<file path="src/rtl/mod_counter_pkg.sv">
// Shared constants for the modulo counter: count direction and boundary mode.
package mod_counter_pkg;

    localparam logic DIR_UP    = 1'b1;
    localparam logic DIR_DOWN  = 1'b0;

    localparam int   MODE_WRAP = 0;
    localparam int   MODE_SAT  = 1;

endpackage

</file>
<file path="src/rtl/mod_counter_next.sv">
// Combinational next-count and boundary detection for mod_counter.
// Holds no state; the parent registers o_q_next and the wrap event.
module mod_counter_next
    import mod_counter_pkg::*;
#(
    parameter int WIDTH    = 8,
    parameter int MODULUS  = 256,
    parameter int SATURATE = 0
) (
    input  logic [WIDTH-1:0] i_q,
    input  logic             i_enable,
    input  logic             i_up,
    input  logic             i_load,
    input  logic [WIDTH-1:0] i_load_value,
    output logic [WIDTH-1:0] o_q_next,
    output logic             o_at_bound,
    output logic             o_wrap_event
);

    // MODULUS may equal 2**WIDTH, so the top value is truncated on purpose
    // and the load comparison is done one bit wider to avoid overflow.
    localparam logic [WIDTH-1:0] MAX_Q   = WIDTH'(MODULUS - 1);
    localparam logic [WIDTH:0]   MOD_EXT = (WIDTH + 1)'(MODULUS);

    logic w_at_max;
    logic w_at_zero;
    logic w_load_ok;

    assign w_at_max   = (i_q == MAX_Q);
    assign w_at_zero  = (i_q == '0);
    assign w_load_ok  = ({1'b0, i_load_value} < MOD_EXT);
    assign o_at_bound = i_enable & ((i_up == DIR_UP) ? w_at_max : w_at_zero);

    always_comb begin
        o_q_next     = i_q;
        o_wrap_event = 1'b0;
        if (i_load) begin
            o_q_next = w_load_ok ? i_load_value : MAX_Q;
        end else if (i_enable) begin
            if (i_up == DIR_UP) begin
                if (w_at_max) begin
                    o_q_next     = (SATURATE == MODE_SAT) ? MAX_Q : '0;
                    o_wrap_event = (SATURATE == MODE_WRAP);
                end else begin
                    o_q_next = i_q + WIDTH'(1);
                end
            end else begin
                if (w_at_zero) begin
                    o_q_next     = (SATURATE == MODE_SAT) ? '0 : MAX_Q;
                    o_wrap_event = (SATURATE == MODE_WRAP);
                end else begin
                    o_q_next = i_q - WIDTH'(1);
                end
            end
        end
    end

endmodule

</file>
<file path="src/rtl/mod_counter.sv">
// Up/down modulo counter with load, saturate option, cascade tc and wrap pulse.
// tc is combinational so a downstream stage can use it as its enable.
module mod_counter
    import mod_counter_pkg::*;
#(
    parameter int WIDTH    = 8,
    parameter int MODULUS  = 256,
    parameter int SATURATE = 0
) (
    input  logic             clock,
    input  logic             clear,
    input  logic             enable,
    input  logic             up,
    input  logic             load,
    input  logic [WIDTH-1:0] load_value,
    output logic [WIDTH-1:0] Q,
    output logic             tc,
    output logic             wrap
);

    if (MODULUS < 2 || longint'(MODULUS) > (longint'(1) << WIDTH)) begin : g_bad_modulus
        $fatal(1, "mod_counter: MODULUS %0d illegal for WIDTH %0d", MODULUS, WIDTH);
    end

    logic [WIDTH-1:0] r_q;
    logic             r_wrap;
    logic [WIDTH-1:0] w_q_next;
    logic             w_at_bound;
    logic             w_wrap_event;

    mod_counter_next #(
        .WIDTH    (WIDTH),
        .MODULUS  (MODULUS),
        .SATURATE (SATURATE)
    ) u_next (
        .i_q          (r_q),
        .i_enable     (enable),
        .i_up         (up),
        .i_load       (load),
        .i_load_value (load_value),
        .o_q_next     (w_q_next),
        .o_at_bound   (w_at_bound),
        .o_wrap_event (w_wrap_event)
    );

    always_ff @(posedge clock or negedge clear) begin
        if (!clear) begin
            r_q    <= '0;
            r_wrap <= 1'b0;
        end else begin
            r_q    <= w_q_next;
            r_wrap <= w_wrap_event;
        end
    end

    assign Q    = r_q;
    assign wrap = r_wrap;
    assign tc   = w_at_bound;

endmodule

</file>
<file path="config.mk">
export PLATFORM = sky130hd
export DESIGN_NAME = mod_counter
export DESIGN_NICKNAME = d
export VERILOG_FILES = /design/src/rtl/mod_counter_pkg.sv /design/src/rtl/mod_counter_next.sv /design/src/rtl/mod_counter.sv
export SDC_FILE = /design/constraint.sdc
export NUM_CORES = 1
export LEC_CHECK = 0
export ABC_AREA = 0
export BUFFER_PORTS_ARGS = -buffer_cell sky130_fd_sc_hd__buf_2
export CAP_MARGIN = 20
export CORE_MARGIN = 3
export CORE_UTILIZATION = 50
export CTS_BUF_LIST = sky130_fd_sc_hd__clkbuf_16
export DETAILED_ROUTE_END_ITERATION = 6
export GPL_TIMING_DRIVEN = 0
export PLACE_DENSITY = 0.76
export REMOVE_ABC_BUFFERS = 1
export SLEW_MARGIN = 20
export SYNTH_ARGS = -nofsm -noshare
export SYNTH_HDL_FRONTEND = slang
export SYNTH_SLANG_ARGS = --single-unit
</file>
<file path="constraint.sdc">
create_clock -name clock -period 2.4 [get_ports clock]
set_input_delay 0.48 -clock clock [delete_from_list [all_inputs] [get_ports clock]]
set_output_delay 0.48 -clock clock [all_outputs]
set_load 0.02 [all_outputs]
</file>
==> results by group, run 1 <==
Outcome
  • Status: finished clean

Drt
  • Drt pass-1 iters: 4
  • Via count: 949
  • # DRC: 0
  • Post-route ant nets: 0
  • DRT iter0 DRCs: 22
  • Post-DR vias/cell: 6.01
  • Final Routed Wirelength: 2.35 mm
  • Routed len/inst: 14.9 µm

Timing
  • Worst-margin pin slew: 387 ps
  • Worst slew margin relative to its limit: 74.2%
  • RSZ-0062 raised after global routing: no
  • Hold Vio Cnt, Final: 0
  • Final period utilization: 96.7%
  • Final setup viols: 0
  • Final WS setup: 78.3 ps
  • Slew Limit Fails: 0
  • Peak Freq: 0.431 GHz
  • Final setup TNS: 0 ps
  • Clock skew: 2.52 ps
  • Tmin final: 2320 ps

Setup path
  • Worst reg2reg path depth: 4
  • Reg-to-reg startpoint: Q[4]
  • Critical path required time: 1920 ps
  • CP endpoint kind: output pin
  • Worst r2r dst: Q[4]
  • Crit Path Class: reg2out
  • Worst setup SP type: register
  • Crit path DAT: 1840 ps
  • Crit-path max FO: 4
  • Reg2Reg Setup Slack: 550 ps

Global route
  • Global-route wire length before repair: 3.84 mm
  • Initial antenna violation count: 0
  • Total grt overflow: 0
  • Largest net degree at the start of global routing: 21
  • Global-route usage over all layers: 20.7%
  • Vias in the first global route: 823

Yosys
  • Yosys cell types: 44
  • Yosys warnings: 0
  • Yosys top cell by area: dfrtp_1
  • Most frequent cell after synthesis: o21ai_0
  • Mapped Area: 898 µm²
  • Synth area leaders: dfrtp_1, o21ai_0, ha_1, nand2_1, nand2b_1
  • Post-Syn Instances: 117
  • Main synth FF type: dfrtp_1
  • FF+latch count, synth: 9
  • Async SR Flop Fraction: 100%
  • Post-Syn Area per Cell: 7.68 µm²
  • Post-synth EDFFs: 0
  • Synth top cells by count: o21ai_0, dfrtp_1, nand2_1
  • Top-area cell type share of the netlist area: 25.1%
  • Sequential area share after synthesis: 25.1%

Clock tree
  • CTS tree: done
  • Clock slew at reported path FFs: 40 ps
  • H-tree lvl count: 1
  • Sink Count: 9
  • Clock Path Buffers: 2
  • Num CTS Buffers: 3
  • Skew-Pair Late Insertion Delay: 240 ps
  • CTS root buffer: clkbuf_16

Finish
  • Area growth, synth to finish: 21.4%
  • Final Cell Area: 1090 µm²
  • Fin nets: 151
  • Final Instance Count excl. Fillers: 158
  • Share of layout cells above drive strength 1: 29.1%
  • Diode count: 0

Place
  • Placed cell areas: 982 µm²
  • Routability cong.: 0.868
  • Setup WS pre-CTS: 37.8 ps
  • PortBufs: 22
  • Inst Count DP: 152
  • Final HPWL DP: 1.54 mm

Pwr
  • Maximum VDD drop: 0.427 mV
  • Pleak: 0.000474 µW
  • Pwr Density: 655 nW/µm²
  • Total Power: 714 µW

Die
  • Die extent in y: 48.4 µm
  • Core Rows: 14
  • Die ar.: 2340 µm²
  • # IOs: 23
  • Core area: 1590 µm²
  • Initial Util: 56.4%
  • Overall die width: 48.4 µm

Flow run
  • Max_cap viols: 0

Min path
  • Hold crit path type: in2async
## worst max-delay path: stages (launching register included)
cell and delay, ps:
dfrtp_2 390, inv_1 90, ha_2 190, or3b_4 410, nor3_2 160, a21oi_1 70
nor2b_1 140, buf_4 150
## layer usage
layer / track usage [%] / vias up / part of all wire, %
met3: 3.07 / 7 / 6.2
met2: 33.5 / 43 / 46
met5: 0 / - / 0
li1: - / 462 / -
met4: 10.9 / 0 / 2.7
met1: 26.7 / 437 / 45
## area by class of cell
cell class	instances	area, µm²
clock buffer	3	75.1
multi-input combinational	89	597
sequential	9	228
fill	129	503
timing repair buffer	24	128
inverter	8	30.0
clock inverter	1	3.75
tap	24	30.0
## timing repair
action	CTS	global route
cloned	0	0
gates resized for setup	3	4
hold buffers	0	0
endpoints found under the hold margin	0	0
buffers inserted	2	0
pin swaps	0	0
setup endpoints to repair	1	1
## sequential cells by signal, indices dropped and copies added, names as in the netlist
name,count
Q,8
wrap,1
## placed cells by master, fill, tap and decap left out, drive strengths merged, types with 3 or more instances in the layout
| master | n |
|---|---|
| nand2b | 5 |
| ha | 3 |
| a21oi | 6 |
| o21ai | 11 |
| inv | 9 |
| o211ai | 3 |
| o31ai | 4 |
| clkbuf | 3 |
| nor3 | 4 |
| nor2 | 7 |
| a31oi | 3 |
| nand2 | 9 |
| dfrtp | 9 |
| buf | 24 |
## worst max-delay path by stage
stage / to / start / slack [ps] / cells after the start
5_1_grt: tc / Q[2] / 3 / 5
4_1_cts: tc / Q[0] / 40 / 7
3_5_place_dp: tc / Q[0] / 40 / 7
6_report: tc / Q[1] / 80 / 7
3_3_place_gp: tc / Q[0] / 70 / 7
2_1_floorplan: tc / Q[0] / 50 / 6
## kinds of logic (layout without fill, tap and decap cells)
group	after synthesis	after routing	share of synthesized area, %
compound gates	41	41	30.9
simple gates	41	41	25.9
buf+inv	19	36	9.61
flops	9	9	25.1
fa+ha+maj	3	3	4.18
xor+xnor	2	2	1.95
mux	2	2	2.37
## per-stage QoR
step	hold WS (ps)	utilization, %
detailed placement	358	61.6
global route	106	68.4
finish	90.5	68.4
global placement	354	61.6
floorplan	184	-
CTS	105	67.8
## power breakdown
part	switching (µW)	internal, µW	total (µW)
sequential	34.4	170	204
combinational	124	90.0	214
clock	78.0	218	296
total	236	478	714
No activity file was read; power rests on OpenSTA's default activity.
==> inputs of run 2 (changes only) <==
--- a/config.mk
+++ b/config.mk
@@ -8,11 +8,11 @@
 export ABC_AREA = 0
 export BUFFER_PORTS_ARGS = -buffer_cell sky130_fd_sc_hd__buf_2
 export CAP_MARGIN = 20
-export CORE_MARGIN = 3
+export CORE_MARGIN = 5
 export CORE_UTILIZATION = 50
 export CTS_BUF_LIST = sky130_fd_sc_hd__clkbuf_16
 export DETAILED_ROUTE_END_ITERATION = 6
-export GPL_TIMING_DRIVEN = 0
+export GPL_TIMING_DRIVEN = 1
 export PLACE_DENSITY = 0.76
 export REMOVE_ABC_BUFFERS = 1
 export SLEW_MARGIN = 20
==> run 2 against run 1 <==
Compared with the run above: clock power is essentially flat; highest routed layer unchanged; setup slack improved by 67 ps; utilization fell by 4.0 points; worst hold slack improved by 7.6 ps; cell count increased by 2.5%; count of clock-buffer cells in the layout is the same.
==> results by group, run 2 (same netlist as run 1, synthesis figures left out) <==
Outcome
  • Status: finished clean

Setup path
  • CP endpoint kind: output pin
  • Worst setup SP type: register
  • Critical path required time: 1920 ps (about the same)
  • Crit Path Class: reg2out
  • Crit path DAT: 1780 ps (-60 ps)
  • Crit-path max FO: 4 (unchanged)

Clock tree
  • Sink Count: 9 (unchanged)
  • H-tree lvl count: 1 (unchanged)
  • CTS root buffer: clkbuf_16
  • CTS tree: done
  • Skew-Pair Late Insertion Delay: 240 ps (about the same)
  • Clock slew at reported path FFs: 40 ps (about the same)
  • Num CTS Buffers: 3 (unchanged)
  • Clock Path Buffers: 2 (unchanged)
  • Hold_buf cts: 0 (unchanged)

Die
  • Core area: 1730 µm² (+8.3%)
  • Die ar.: 2740 µm² (+17%)
  • # IOs: 23 (unchanged)
  • Die extent in y: 52.4 µm (+8.3%)
  • Core Rows: 15 (+1)
  • Overall die width: 52.4 µm (+8.3%)
  • Initial Util: 52.0% (-4.3 points)

Drt
  • DRT iter0 DRCs: 32 (+45%)
  • Drt pass-1 iters: 4 (unchanged)
  • Met3 wire length: 226 µm (+55%)
  • Post-route ant nets: 0 (unchanged)
  • Routed len/inst: 15.2 µm (+2.0%)
  • Final Routed Wirelength: 2.46 mm (+4.6%)
  • Met2 Wirelength: 1.10 mm (+2.1%)
  • Post-DR vias/cell: 6.06 (+0.82%)
  • Top layer in use: met4
  • Via count: 981 (+3.4%)
  • # DRC: 0 (unchanged)
  • M1 WL: 1.07 mm (+0.38%)

Global route
  • Global-route wire length before repair: 4.26 mm (+11%)
  • Largest net degree at the start of global routing: 21 (unchanged)
  • Initial antenna violation count: 0 (unchanged)
  • Total grt overflow: 0 (unchanged)
  • Vias in the first global route: 926 (+13%)
  • Global-route usage over all layers: 20.7% (+0.031 points)

Finish
  • Commonest non-fill, non-tap cell in the layout: buf_2
  • Share of layout cells above drive strength 1: 29.2% (+0.093 points)
  • Sequential cell area: 225 µm² (-1.1%)
  • Final Cell Area: 1110 µm² (+1.9%)
  • Largest register FFs: 8 (unchanged)
  • Fillers: 150 (+16%)
  • Most frequent cells in the layout: buf_2, o21ai_0, dfrtp_1, nand2_1, inv_1
  • Fin nets: 154 (+2.0%)
  • Multi-input gate area: 597 µm² (unchanged)
  • Area growth, synth to finish: 23.8%
  • Diode count: 0 (unchanged)

Timing
  • Slew Limit Fails: 0 (unchanged)
  • Hold Vio Cnt, Final: 0 (unchanged)
  • Final period utilization: 94.0% (-2.8 points)
  • Clock skew: 0.657 ps (-1.86 ps)
  • Final setup TNS: 0 ps (unchanged)
  • RSZ-0062 raised after global routing: no
  • Tmin final: 2260 ps (-66.7 ps)
  • Final setup viols: 0 (unchanged)
  • Worst slew margin relative to its limit: 77.5% (+3.3 points)
  • Worst-margin pin slew: 337 ps (-49.1 ps)
  • Peak Freq: 0.443 GHz (+3.0%)

Place
  • PortBufs: 22 (unchanged)
  • Routability cong.: 0.833 (-4.0%)
  • Final HPWL DP: 1.68 mm (+9.0%)
  • Placed cell areas: 1010 µm² (+3.2%)

Pwr
  • Pleak: 0.000491 µW (+3.6%)
  • Pwr Density: 655 nW/µm² (about the same)
  • Maximum VDD drop: 0.468 mV (+9.6%)

Min path
  • Hold crit path type: in2async

Flow run
  • Max_cap viols: 0 (unchanged)
==> run 2: cell count changes in the layout (fill, tap and decap cells not counted), sizes merged <==
cell / before / now
buf: 24 / 27
==> run 2: power breakdown <==
group | total [µW] | switching, µW | internal (µW)
Combinational | 236 | 138 | 97.6
Sequential | 193 | 23.9 | 169
Clock | 299 | 80.9 | 218
==> run 2: what timing repair did <==
item | in CTS | in global routing
pin swaps | 0 | 1
resized for setup | 1 | 4
setup buffers | 0 | 1
cloned | 0 | 0
setup endpoints to repair | 1 | 1
==> run 2: stage by stage <==
step	setup WS (ps)	util, %	hold slack, ps	total power, µW	cells
global placement	283	58.7	350	411	157
floorplan	50.9	-	184	333	106
detailed placement	255	58.7	353	417	157
global route	1.11	64.4	108	774	162
finish	145	64.4	98.1	728	162
CTS	92.5	63.4	101	724	161
==> run 2: path summary, 6_finish.rpt <==
| check | start | slack, ps | endpoint | depth (start not counted) |
|---|---|---|---|---|
| worst max-delay path | Q[0] | 140 | tc | 7 |
| worst min-delay path | clear | 100 | Q[7] | 1 |
| worst max register to register | Q[5] | 600 | Q[4] | 4 |
| worst min register to register | Q[4] | 740 | Q[4] | 3 |
| max in group asynchronous | clear | 2100 | Q[4] | 1 |
| min in group clock | load_value[1] | 450 | Q[1] | 3 |
==> run 2: critical path, cell delays in order (launching register included) <==
cell	delay [ps]
dfrtp_1	370
inv_1	80
ha_2	180
or3b_4	400
nor3_2	160
a21oi_1	70
nor2b_1	130
buf_4	150
==> run 2: cell type report <==
cell class	count	share of cell area (%)
Clock buffer	3	6.75
Clock inverter	1	0.337
Inverter	8	2.70
Multi-Input combinational cell	89	53.7
Sequential cell	9	20.2
Tap cell	25	2.81
Timing Repair Buffer	27	13.5
==> run 2: layer usage <==
metal	vias up	GRT usage (%)
met4	0	12.3
li1	470	-
met3	10	4.56
met5	-	0
met2	61	29.8
met1	440	28.0
